`src/rtl/pipeline_division_ext.sv`:
```
`default_nettype none
// ============================================================================
//  Module      : pipeline_division_ext
//  Description : Fully pipelined restoring integer divider with valid/ready
//                flow control. Supports per-operation signed or unsigned
//                mode, BITS_PER_STAGE quotient bits per stage, divide-by-zero
//                and signed-overflow flags, and a sideband tag that travels
//                with each result.
//  Revision    : 1.0 - initial release
// ============================================================================
module pipeline_division_ext #(
  parameter int DIVINDED_WIDTH = 8,
  parameter int DIVISOR_WIDTH  = 8,
  parameter int BITS_PER_STAGE = 1,
  parameter int TAG_WIDTH      = 4
) (
  input  logic                      clk_i,
  input  logic                      rst_i,
  input  logic [DIVINDED_WIDTH-1:0] divinded_i,
  input  logic [DIVISOR_WIDTH-1:0]  divisor_i,
  input  logic                      signed_i,
  input  logic [TAG_WIDTH-1:0]      tag_i,
  input  logic                      valid_i,
  output logic                      ready_o,
  output logic [DIVINDED_WIDTH-1:0] quotient_o,
  output logic [DIVISOR_WIDTH-1:0]  reminder_o,
  output logic                      div_by_zero_o,
  output logic                      overflow_o,
  output logic [TAG_WIDTH-1:0]      tag_o,
  output logic                      valid_o,
  input  logic                      ready_i
);

  localparam int DW    = DIVINDED_WIDTH;
  localparam int VW    = DIVISOR_WIDTH;
  localparam int ITER  = DW / BITS_PER_STAGE;
  localparam int DEPTH = ITER + 2;
  localparam logic [DW-1:0] Q_MIN = {1'b1, {(DW-1){1'b0}}};

  // Stage valid bits: index 0 = input stage, 1..ITER = iteration stages,
  // DEPTH-1 = output stage.
  logic [DEPTH-1:0] valid_q;
  logic [DEPTH-1:0] en;

  // Per-stage payload, index 0 = input stage, 1..ITER = iteration stages.
  // dvd holds the unconsumed dividend bits in its MSBs and collects the
  // quotient bits in its LSBs, so after ITER stages it is the quotient.
  logic [VW-1:0]        rem_q  [0:ITER];
  logic [DW-1:0]        dvd_q  [0:ITER];
  logic [VW-1:0]        dvs_q  [0:ITER];
  logic                 qneg_q [0:ITER];
  logic                 rneg_q [0:ITER];
  logic                 dz_q   [0:ITER];
  logic                 ovf_q  [0:ITER];
  logic [TAG_WIDTH-1:0] tag_q  [0:ITER];

  logic [VW-1:0] rem_d [1:ITER];
  logic [DW-1:0] dvd_d [1:ITER];

  // Input-stage next values
  logic          dvd_neg;
  logic          dvs_neg;
  logic          s0_dz_d;
  logic          s0_ovf_d;
  logic [DW-1:0] s0_dvd_d;
  logic [VW-1:0] s0_dvs_d;
  logic          s0_qneg_d;
  logic          s0_rneg_d;

  // Output-stage next values and registers
  logic [DW-1:0]        quot_d;
  logic [VW-1:0]        remo_d;
  logic [DW-1:0]        quotient_q;
  logic [VW-1:0]        reminder_q;
  logic                 dz_out_q;
  logic                 ovf_out_q;
  logic [TAG_WIDTH-1:0] tag_out_q;

  // Per-stage enables: a stage may load when it is empty or its successor loads.
  always_comb begin : p_enable
    logic acc;
    en  = '0;
    acc = ready_i;
    for (int k = DEPTH - 1; k >= 0; k--) begin
      acc   = acc | ~valid_q[k];
      en[k] = acc;
    end
  end

  assign ready_o = en[0] & ~rst_i;

  // Input stage: sign extraction, special-case detection and magnitude conversion.
  // On divide-by-zero the raw dividend is passed unsigned, so the restoring
  // steps naturally yield an all-ones quotient and the dividend's low bits
  // as remainder.
  always_comb begin
    dvd_neg   = signed_i & divinded_i[DW-1];
    dvs_neg   = signed_i & divisor_i[VW-1];
    s0_dz_d   = (divisor_i == '0);
    s0_ovf_d  = signed_i & (divinded_i == Q_MIN) & (divisor_i == '1);
    s0_dvd_d  = (dvd_neg & ~s0_dz_d) ? -divinded_i : divinded_i;
    s0_dvs_d  = dvs_neg ? -divisor_i : divisor_i;
    s0_qneg_d = (dvd_neg ^ dvs_neg) & ~s0_dz_d;
    s0_rneg_d = dvd_neg & ~s0_dz_d;
  end

  // Iteration stages: BITS_PER_STAGE restoring shift-subtract steps, MSB first.
  always_comb begin : p_iter
    logic [VW:0]   t;
    logic [VW-1:0] rem;
    logic [DW-1:0] dvd;
    t   = '0;
    rem = '0;
    dvd = '0;
    for (int k = 1; k <= ITER; k++) begin
      rem = rem_q[k-1];
      dvd = dvd_q[k-1];
      for (int b = 0; b < BITS_PER_STAGE; b++) begin
        t   = {rem, dvd[DW-1]};
        dvd = dvd << 1;
        if (t >= {1'b0, dvs_q[k-1]}) begin
          t      = t - {1'b0, dvs_q[k-1]};
          dvd[0] = 1'b1;
        end
        rem = t[VW-1:0];
      end
      rem_d[k] = rem;
      dvd_d[k] = dvd;
    end
  end

  // Stage valid bits advance with their enables; reset discards everything in flight.
  always_ff @(posedge clk_i or posedge rst_i) begin
    if (rst_i) begin
      valid_q <= '0;
    end else begin
      if (en[0]) valid_q[0] <= valid_i;
      for (int k = 1; k < DEPTH; k++) begin
        if (en[k]) valid_q[k] <= valid_q[k-1];
      end
    end
  end

  // Datapath payload; qualified by the valid bits, so it needs no reset.
  always_ff @(posedge clk_i) begin
    if (en[0]) begin
      rem_q[0]  <= '0;
      dvd_q[0]  <= s0_dvd_d;
      dvs_q[0]  <= s0_dvs_d;
      qneg_q[0] <= s0_qneg_d;
      rneg_q[0] <= s0_rneg_d;
      dz_q[0]   <= s0_dz_d;
      ovf_q[0]  <= s0_ovf_d;
      tag_q[0]  <= tag_i;
    end
    for (int k = 1; k <= ITER; k++) begin
      if (en[k]) begin
        rem_q[k]  <= rem_d[k];
        dvd_q[k]  <= dvd_d[k];
        dvs_q[k]  <= dvs_q[k-1];
        qneg_q[k] <= qneg_q[k-1];
        rneg_q[k] <= rneg_q[k-1];
        dz_q[k]   <= dz_q[k-1];
        ovf_q[k]  <= ovf_q[k-1];
        tag_q[k]  <= tag_q[k-1];
      end
    end
  end

  // Output stage: restore signs, then force the signed-overflow result.
  always_comb begin
    quot_d = qneg_q[ITER] ? -dvd_q[ITER] : dvd_q[ITER];
    remo_d = rneg_q[ITER] ? -rem_q[ITER] : rem_q[ITER];
    if (ovf_q[ITER]) begin
      quot_d = Q_MIN;
      remo_d = '0;
    end
  end

  // Output registers; they hold while the consumer stalls.
  always_ff @(posedge clk_i or posedge rst_i) begin
    if (rst_i) begin
      quotient_q <= '0;
      reminder_q <= '0;
      dz_out_q   <= 1'b0;
      ovf_out_q  <= 1'b0;
      tag_out_q  <= '0;
    end else if (en[DEPTH-1]) begin
      quotient_q <= quot_d;
      reminder_q <= remo_d;
      dz_out_q   <= dz_q[ITER];
      ovf_out_q  <= ovf_q[ITER];
      tag_out_q  <= tag_q[ITER];
    end
  end

  assign quotient_o    = quotient_q;
  assign reminder_o    = reminder_q;
  assign div_by_zero_o = dz_out_q;
  assign overflow_o    = ovf_out_q;
  assign tag_o         = tag_out_q;
  assign valid_o       = valid_q[DEPTH-1];

endmodule
`default_nettype wire

```
`config.mk`:
```
export PLATFORM = sky130hd
export DESIGN_NAME = pipeline_division_ext
export DESIGN_NICKNAME = d
export VERILOG_FILES = /design/src/rtl/pipeline_division_ext.sv
export SDC_FILE = /design/constraint.sdc
export NUM_CORES = 1
export LEC_CHECK = 0
export CORE_UTILIZATION = 50
export DETAILED_ROUTE_END_ITERATION = 12
export PLACE_DENSITY = 0.72
export SETUP_SLACK_MARGIN = 0.1
export SLEW_MARGIN = 20
export SYNTH_ARGS = -nofsm -noshare
export SYNTH_HDL_FRONTEND = slang
export SYNTH_SLANG_ARGS = --single-unit
```
`constraint.sdc`:
```
create_clock -name clk_i -period 3.7 [get_ports clk_i]
set_clock_uncertainty 0.2 [all_clocks]
set_input_delay 0.74 -clock clk_i [delete_from_list [all_inputs] [get_ports clk_i]]
set_output_delay 0.74 -clock clk_i [all_outputs]
set_load 0.02 [all_outputs]
```
==> results.yml, run 1 <==
critical_path:
  crit_slowest_cell: "clkdlybuf4s50_1"
  reg2reg_slack_ps: 1190
  crit_path_frequent_cell: "clkdlybuf4s50_1"
  cp-start-kind: "primary input"
  cp_data_required_time_ps: 2760
  crit_path_end_kind: "primary output"
  worstSetupPathType: "in2out"
  critPathMaxStageDelay_ps: 550
  worstPathArrival_ps: 2440
  path_cells: "clkdlybuf4s50_1, nor2b_2, nand3_2, nor3_2, a31oi_1, clkdlybuf4s50_1"
  crit_fanout: 2
detailed_routing:
  first_pass_iters: 5
  totalWireLength_um: 21010
  num_vias: 7760
  vias_per_cell: 5.322
  ant_nets: 0
  drc: 0
  post_drt_wl_per_cell_um: 14.41
  drt_iter0_drc: 382
job:
  drv_cap: 0
cells_and_area:
  final_layout_size_suffix_gt1_share_pct: 8.505
  synthToLayoutAreaGrowth_pct: 13.51
  fill_cells: 2070
  num-nets-final: 1190
  diodes: 0
  final_core_util_pct: 57.84
worst_hold_path:
  hold_path.class: "reg2reg"
die:
  start_util_pct: 50.95
  die_width_um: 167.5
  core_area_mm2: 0.02688
  fp-row-count: 60
  pin_count: 49
  die-area_mm2: 0.02805
  die_y_um: 167.5
synth:
  synth_edf_count: 272
  synthArstFlopShare_pct: 10.53
  synth-main-ff-cell: "edfxtp_1"
  syn-cell-area_mm2: 0.01369
  syn_inst: 1019
  yosysWarnings: 0
  synthDistinctLibCells: 47
  yosysSeqAreaShare_pct: 65.50
  syn_nets: 1114
  ys_ff_latch: 304
  synth.avg_cell_area_um2: 13.44
clock_tree:
  insertion_delay_ps: 540
  clockBufferDepth: 3
  post_cts_resized: 0
  ctsHtreeMaxLevel: 1
  clk_pin_slew_ps: 60
  root_buffer: "clkbuf_16"
  cts_setup_buffers: 0
  ctsHoldBuffers: 0
  cts_tree: "yes"
  cts_sinks: 304
  cts_inserted_buffers: 29
placement:
  place_congestion: 0.8591
  port_buffers: 48
  dpl.hpwl_um: 15410
sta:
  rsz0062_at_grt: "no"
  post-route-period-util_pct: 91.35
  hold_viol: 0
  finalSetupTns_ps: 0
  post-route-min-period_ps: 3380
  fmax_ghz: 0.2959
  setup_viol_count_final: 0
  finalMaxSlewViolations: 0
  worst_pin_slew_ps: 1051
  slew_headroom_pct: 29.85
global_route:
  grt_usage_pct: 15.33
  grt_pass1_wl_um: 35460
  antenna_found_initial: 0
  grt_overflow: 0
  grt_max_degree: 35
  grt_pass1_vias: 7720
pwr:
  peakVddDrop_mv: 0.4360
  fin_total_pwr_mw: 12.84
  p_per_area_mw_per_mm2: 826.2
  p_leak_nw: 6.172
run_status:
  outcome: "finished, final reports clean"
==> registers in the layout, summed over array words and instances, names as in the netlist <==
name / flops
dvs_q: 64
overflow_o: 1
rem_q: 64
div_by_zero_o: 1
dvd_q: 72
ovf_q: 9
reminder_o: 8
qneg_q: 9
tag_q: 36
tag_o: 4
valid_q: 10
dz_q: 9
quotient_o: 8
rneg_q: 9
==> placed cells by master (no fill, tap or decap), types with 10 or more instances in the layout <==
cell type / instances
o31ai_1: 39
nand2_1: 94
a21oi_1: 36
a21boi_0: 15
inv_1: 105
o21a_1: 21
dfrtp_1: 32
clkdlybuf4s50_1: 48
edfxtp_1: 272
ha_1: 63
buf_4: 11
xor2_1: 33
clkbuf_16: 29
o21ai_0: 65
nor2_1: 40
or2_2: 10
nand4_1: 15
nor2b_1: 21
nor3b_1: 14
nand2b_1: 23
==> synth_stat cells (6+ instances only) <==
| cell | n | area, um^2 |
|---|---|---|
| inv_1 | 105 | 394.1 |
| xnor2_1 | 6 | 52.55 |
| o31a_1 | 8 | 70.07 |
| nor2_1 | 40 | 150.1 |
| or2_2 | 10 | 62.56 |
| and4_1 | 6 | 52.55 |
| ha_1 | 63 | 788.3 |
| fa_1 | 7 | 140.1 |
| o211ai_1 | 7 | 52.55 |
| nand3_1 | 7 | 35.03 |
| a211oi_1 | 7 | 52.55 |
| nand4_1 | 15 | 93.84 |
| xor2_1 | 33 | 289.0 |
| a21oi_1 | 36 | 180.2 |
| nor2b_1 | 22 | 137.6 |
| mux2_2 | 7 | 78.83 |
| nor3b_1 | 14 | 105.1 |
| dfrtp_1 | 32 | 800.8 |
| nand2b_1 | 23 | 143.9 |
| o21ai_0 | 65 | 325.3 |
| o21ai_1 | 7 | 35.03 |
| a221oi_4 | 6 | 157.7 |
| edfxtp_1 | 272 | 8168 |
| nand2_1 | 94 | 352.8 |
| a21boi_0 | 15 | 112.6 |
| buf_6 | 7 | 78.83 |
| o21a_1 | 21 | 157.7 |
| o31ai_1 | 39 | 292.8 |
==> stage by stage <==
stage	cell area, um^2	hold slack, ps	instances	setup slack [ps]
floorplan	13700	200.3	1019	305.1
global placement	14590	200.8	1405	348.4
detailed placement	14590	204.5	1405	324.6
CTS	15540	214.1	1458	322.9
global route	15540	215.1	1458	239.7
finish	15540	208.9	1458	320.2
==> critical path, delay by kind of cell <==
family	cells	cell delay, ps
simple gates	3	600
compound gates	1	130
buf+inv	2	970
==> routing by layer <==
| layer | vias up | global-route usage (%) | routed length (um) |
|---|---|---|---|
| met5 | - | 0 | 0 |
| li1 | 3886 | - | - |
| met4 | 0 | 6.422 | 809 |
| met1 | 3674 | 17.24 | 8526 |
| met2 | 145 | 28.91 | 11040 |
| met3 | 55 | 2.174 | 639 |
==> power breakdown <==
part | internal, mW | total, mW | switching [mW] | leakage (nW)
Clock | 1.71 | 2.89 | 1.18 | 0.474
Combinational | 1.79 | 4.27 | 2.48 | 2.40
Sequential | 5.19 | 5.68 | 0.488 | 3.30
==> cell families after synthesis <==
logic type / share of synthesized area, %
flip-flops: 65.50
multiplexers: 0.7950
XOR/XNOR: 2.495
adder cells (fa/ha/maj): 6.780
buffers and inverters: 3.664
AND/OR/NAND/NOR: 9.558
AO/OA/AOI/OAI: 11.21
==> layout make-up <==
| class | count | area (um^2) | share of cell area, % |
|---|---|---|---|
| sequential | 304 | 8969 | 57.70 |
| multi-input combinational | 596 | 4235 | 27.25 |
| clock buffer | 40 | 837.1 | 5.385 |
| timing repair buffer | 59 | 563.0 | 3.622 |
| tap | 341 | 426.7 | 2.745 |
| inverter | 105 | 394.1 | 2.536 |
| clock inverter | 13 | 118.9 | 0.7647 |
==> path summary, 6_finish.rpt <==
path / from / end / cells past startpoint
min reg2reg: dz_q[5]$_DFFE_PP_ / dz_q[6]$_DFFE_PP_ / 0
max: ready_i / ready_o / 6
max in group asynchronous: rst_i / quotient_o[0]$_DFFE_PP0P_ / 3
min in group asynchronous: rst_i / valid_q[3]$_DFFE_PP0P_ / 3
min: dz_q[5]$_DFFE_PP_ / dz_q[6]$_DFFE_PP_ / 0
max reg2reg: rem_q[0][36]$_DFFE_PP_ / rem_q[0][42]$_DFFE_PP_ / 5
(Power assumes the default switching activity.)
==> run 2: changes to the inputs <==
--- a/config.mk
+++ b/config.mk
@@ -8,6 +8,7 @@
 export CORE_UTILIZATION = 50
 export DETAILED_ROUTE_END_ITERATION = 12
 export PLACE_DENSITY = 0.72
+export RECOVER_POWER = 50
 export SETUP_SLACK_MARGIN = 0.1
 export SLEW_MARGIN = 20
 export SYNTH_ARGS = -nofsm -noshare
==> run 2 against run 1 <==
Against the previous run: the run now ends with capacitance limit, slew limit left; design area is 0.16% lower; combinational power hardly changed; critical path depth stayed put; final cell count stayed put; flip-flop and latch count stayed put; sequential share of layout area is 0.093 points higher; core utilization is 0.093 points lower; sequential power hardly changed; die area stayed put; clock power hardly changed; critical path type unchanged; largest power group unchanged.
==> results.yml, run 2 (synthesis results as in run 1) <==
run_status:
  outcome: "complete, but fails checks"
  violations: "capacitance limit, slew limit"
critical_path:
  crit_path_frequent_cell: "clkdlybuf4s50_1"
  crit_buf_inv: 2
  crit_path_end_kind: "primary output"
  path_cells: "clkdlybuf4s50_1, nor2b_1, nand3_1, nor3_2, a31oi_1, clkdlybuf4s50_1"
  worstSetupPathType: "in2out"
  cp_top_family: "buffers and inverters"
  cp_data_required_time_ps: 2760
  cp-start-kind: "primary input"
  critPathMaxStageDelay_ps: 550
  crit_slowest_cell: "clkdlybuf4s50_1"
  crit_fanout: 2
  worstPathArrival_ps: 2540
global_route:
  grt_usage_pct: 15.33
  grt_max_degree: 35
  grt_pass1_vias: 7720
  grt_pass1_wl_um: 35460
  grt_overflow: 0
  antenna_found_initial: 0
detailed_routing:
  ant_nets: 0
  drt_iter0_drc: 357
  first_pass_iters: 5
  post_drt_wl_per_cell_um: 14.42
  num_vias: 7766
  drc: 0
  vias_per_cell: 5.326
  totalWireLength_um: 21030
cells_and_area:
  diodes: 0
  fill_cells: 2076
  final_core_util_pct: 57.74
  top_regs: "dvd_q x72, dvs_q x64, rem_q x64"
  final_layout_size_suffix_gt1_share_pct: 7.968
  fin_area_mm2: 0.01552
  top_register: "dvd_q"
  synthToLayoutAreaGrowth_pct: 13.33
  num-nets-final: 1190
  largest_reg_flops: 72
  finalNonFillerCells: 1458
  multiInputGateArea_mm2: 0.004223
  seqCellArea_mm2: 0.008969
  layout_commonest_cell: "edfxtp_1"
  layout_common_cells: "edfxtp_1, inv_1, nand2_1"
clock_tree:
  cts_tree: "yes"
  ctsHtreeMaxLevel: 1
  cts_inserted_buffers: 29
  post_cts_resized: 0
  insertion_delay_ps: 540
  ctsHoldBuffers: 0
  cts_sinks: 304
  clockBufferDepth: 3
  clk_pin_slew_ps: 60
  cts_setup_buffers: 0
  root_buffer: "clkbuf_16"
die:
  core_area_mm2: 0.02688
  die_width_um: 167.5
  pin_count: 49
  start_util_pct: 50.95
  fp-row-count: 60
  die_y_um: 167.5
  die-area_mm2: 0.02805
pwr:
  fin_total_pwr_mw: 12.84
  p_per_area_mw_per_mm2: 827.1
  peakVddDrop_mv: 0.4345
  p_leak_nw: 6.159
sta:
  hold_viol: 0
  fmax_ghz: 0.2877
  post-route-min-period_ps: 3476
  setup_viol_count_final: 0
  worst_pin_slew_ps: 1765
  finalSetupTns_ps: 0
  slew_headroom_pct: -17.67
  rsz0062_at_grt: "no"
  worst_slack_ps: 223.8
  post-route-period-util_pct: 93.95
  finalMaxSlewViolations: 33
  holdWs_ps: 208.8
placement:
  dp.cells: 1405
  placed_area_mm2: 0.01459
  port_buffers: 48
  dpl.hpwl_um: 15410
  dp_slack_ps: 324.6
  place_congestion: 0.8591
worst_hold_path:
  hold_path.class: "reg2reg"
job:
  drv_cap: 1
## run 2: cell count changes in the layout (fill, tap and decap cells not counted), sizes merged
| cell | previous run | this run |
|---|---|---|
| dlygate4sd3 | 0 | 8 |
| clkdlybuf4s50 | 48 | 40 |
| clkbuf | 40 | 44 |
| buf | 11 | 7 |
## run 2: layer usage
| layer | wire [um] | up-vias | global-route usage, % |
|---|---|---|---|
| met5 | 0 | - | 0 |
| met4 | 808 | 0 | 6.422 |
| met2 | 11050 | 147 | 28.91 |
| li1 | - | 3885 | - |
| met3 | 622 | 55 | 2.174 |
| met1 | 8548 | 3679 | 17.24 |
## run 2: where the power goes
group | internal, mW | switching, mW
combinational | 1.79 | 2.48
clock | 1.71 | 1.18
sequential | 5.19 | 0.486
## run 2: worst paths after layout
path | end | cells past startpoint | start | slack (ps)
max | ready_o | 6 | ready_i | 220
min in group asynchronous | valid_q[2]$_DFFE_PP0P_ | 3 | rst_i | 1080
min reg2reg | dz_q[6]$_DFFE_PP_ | 0 | dz_q[5]$_DFFE_PP_ | 210
max reg2reg | dvs_q[0][55]$_DFFE_PP_ | 4 | valid_q[9]$_DFFE_PP0P_ | 710
max in group asynchronous | reminder_o[5]$_DFFE_PP0P_ | 3 | rst_i | 1190
min | dz_q[6]$_DFFE_PP_ | 0 | dz_q[5]$_DFFE_PP_ | 210
## run 2: worst reg2reg max path, cell delays in order (launching register included)
cell and delay [ps]:
dfrtp_1 340, nor2b_1 210, clkbuf_1 1070, nand4_1 190
clkbuf_2 540
## run 2: area by class of cell
class / count / share of cell area, %
repair buffers: 59 / 3.548
clock inverters: 13 / 0.7659
inverters: 105 / 2.540
multi-input cells: 596 / 27.21
clock buffers: 40 / 5.394
flip-flops and latches: 304 / 57.79
well taps: 341 / 2.749
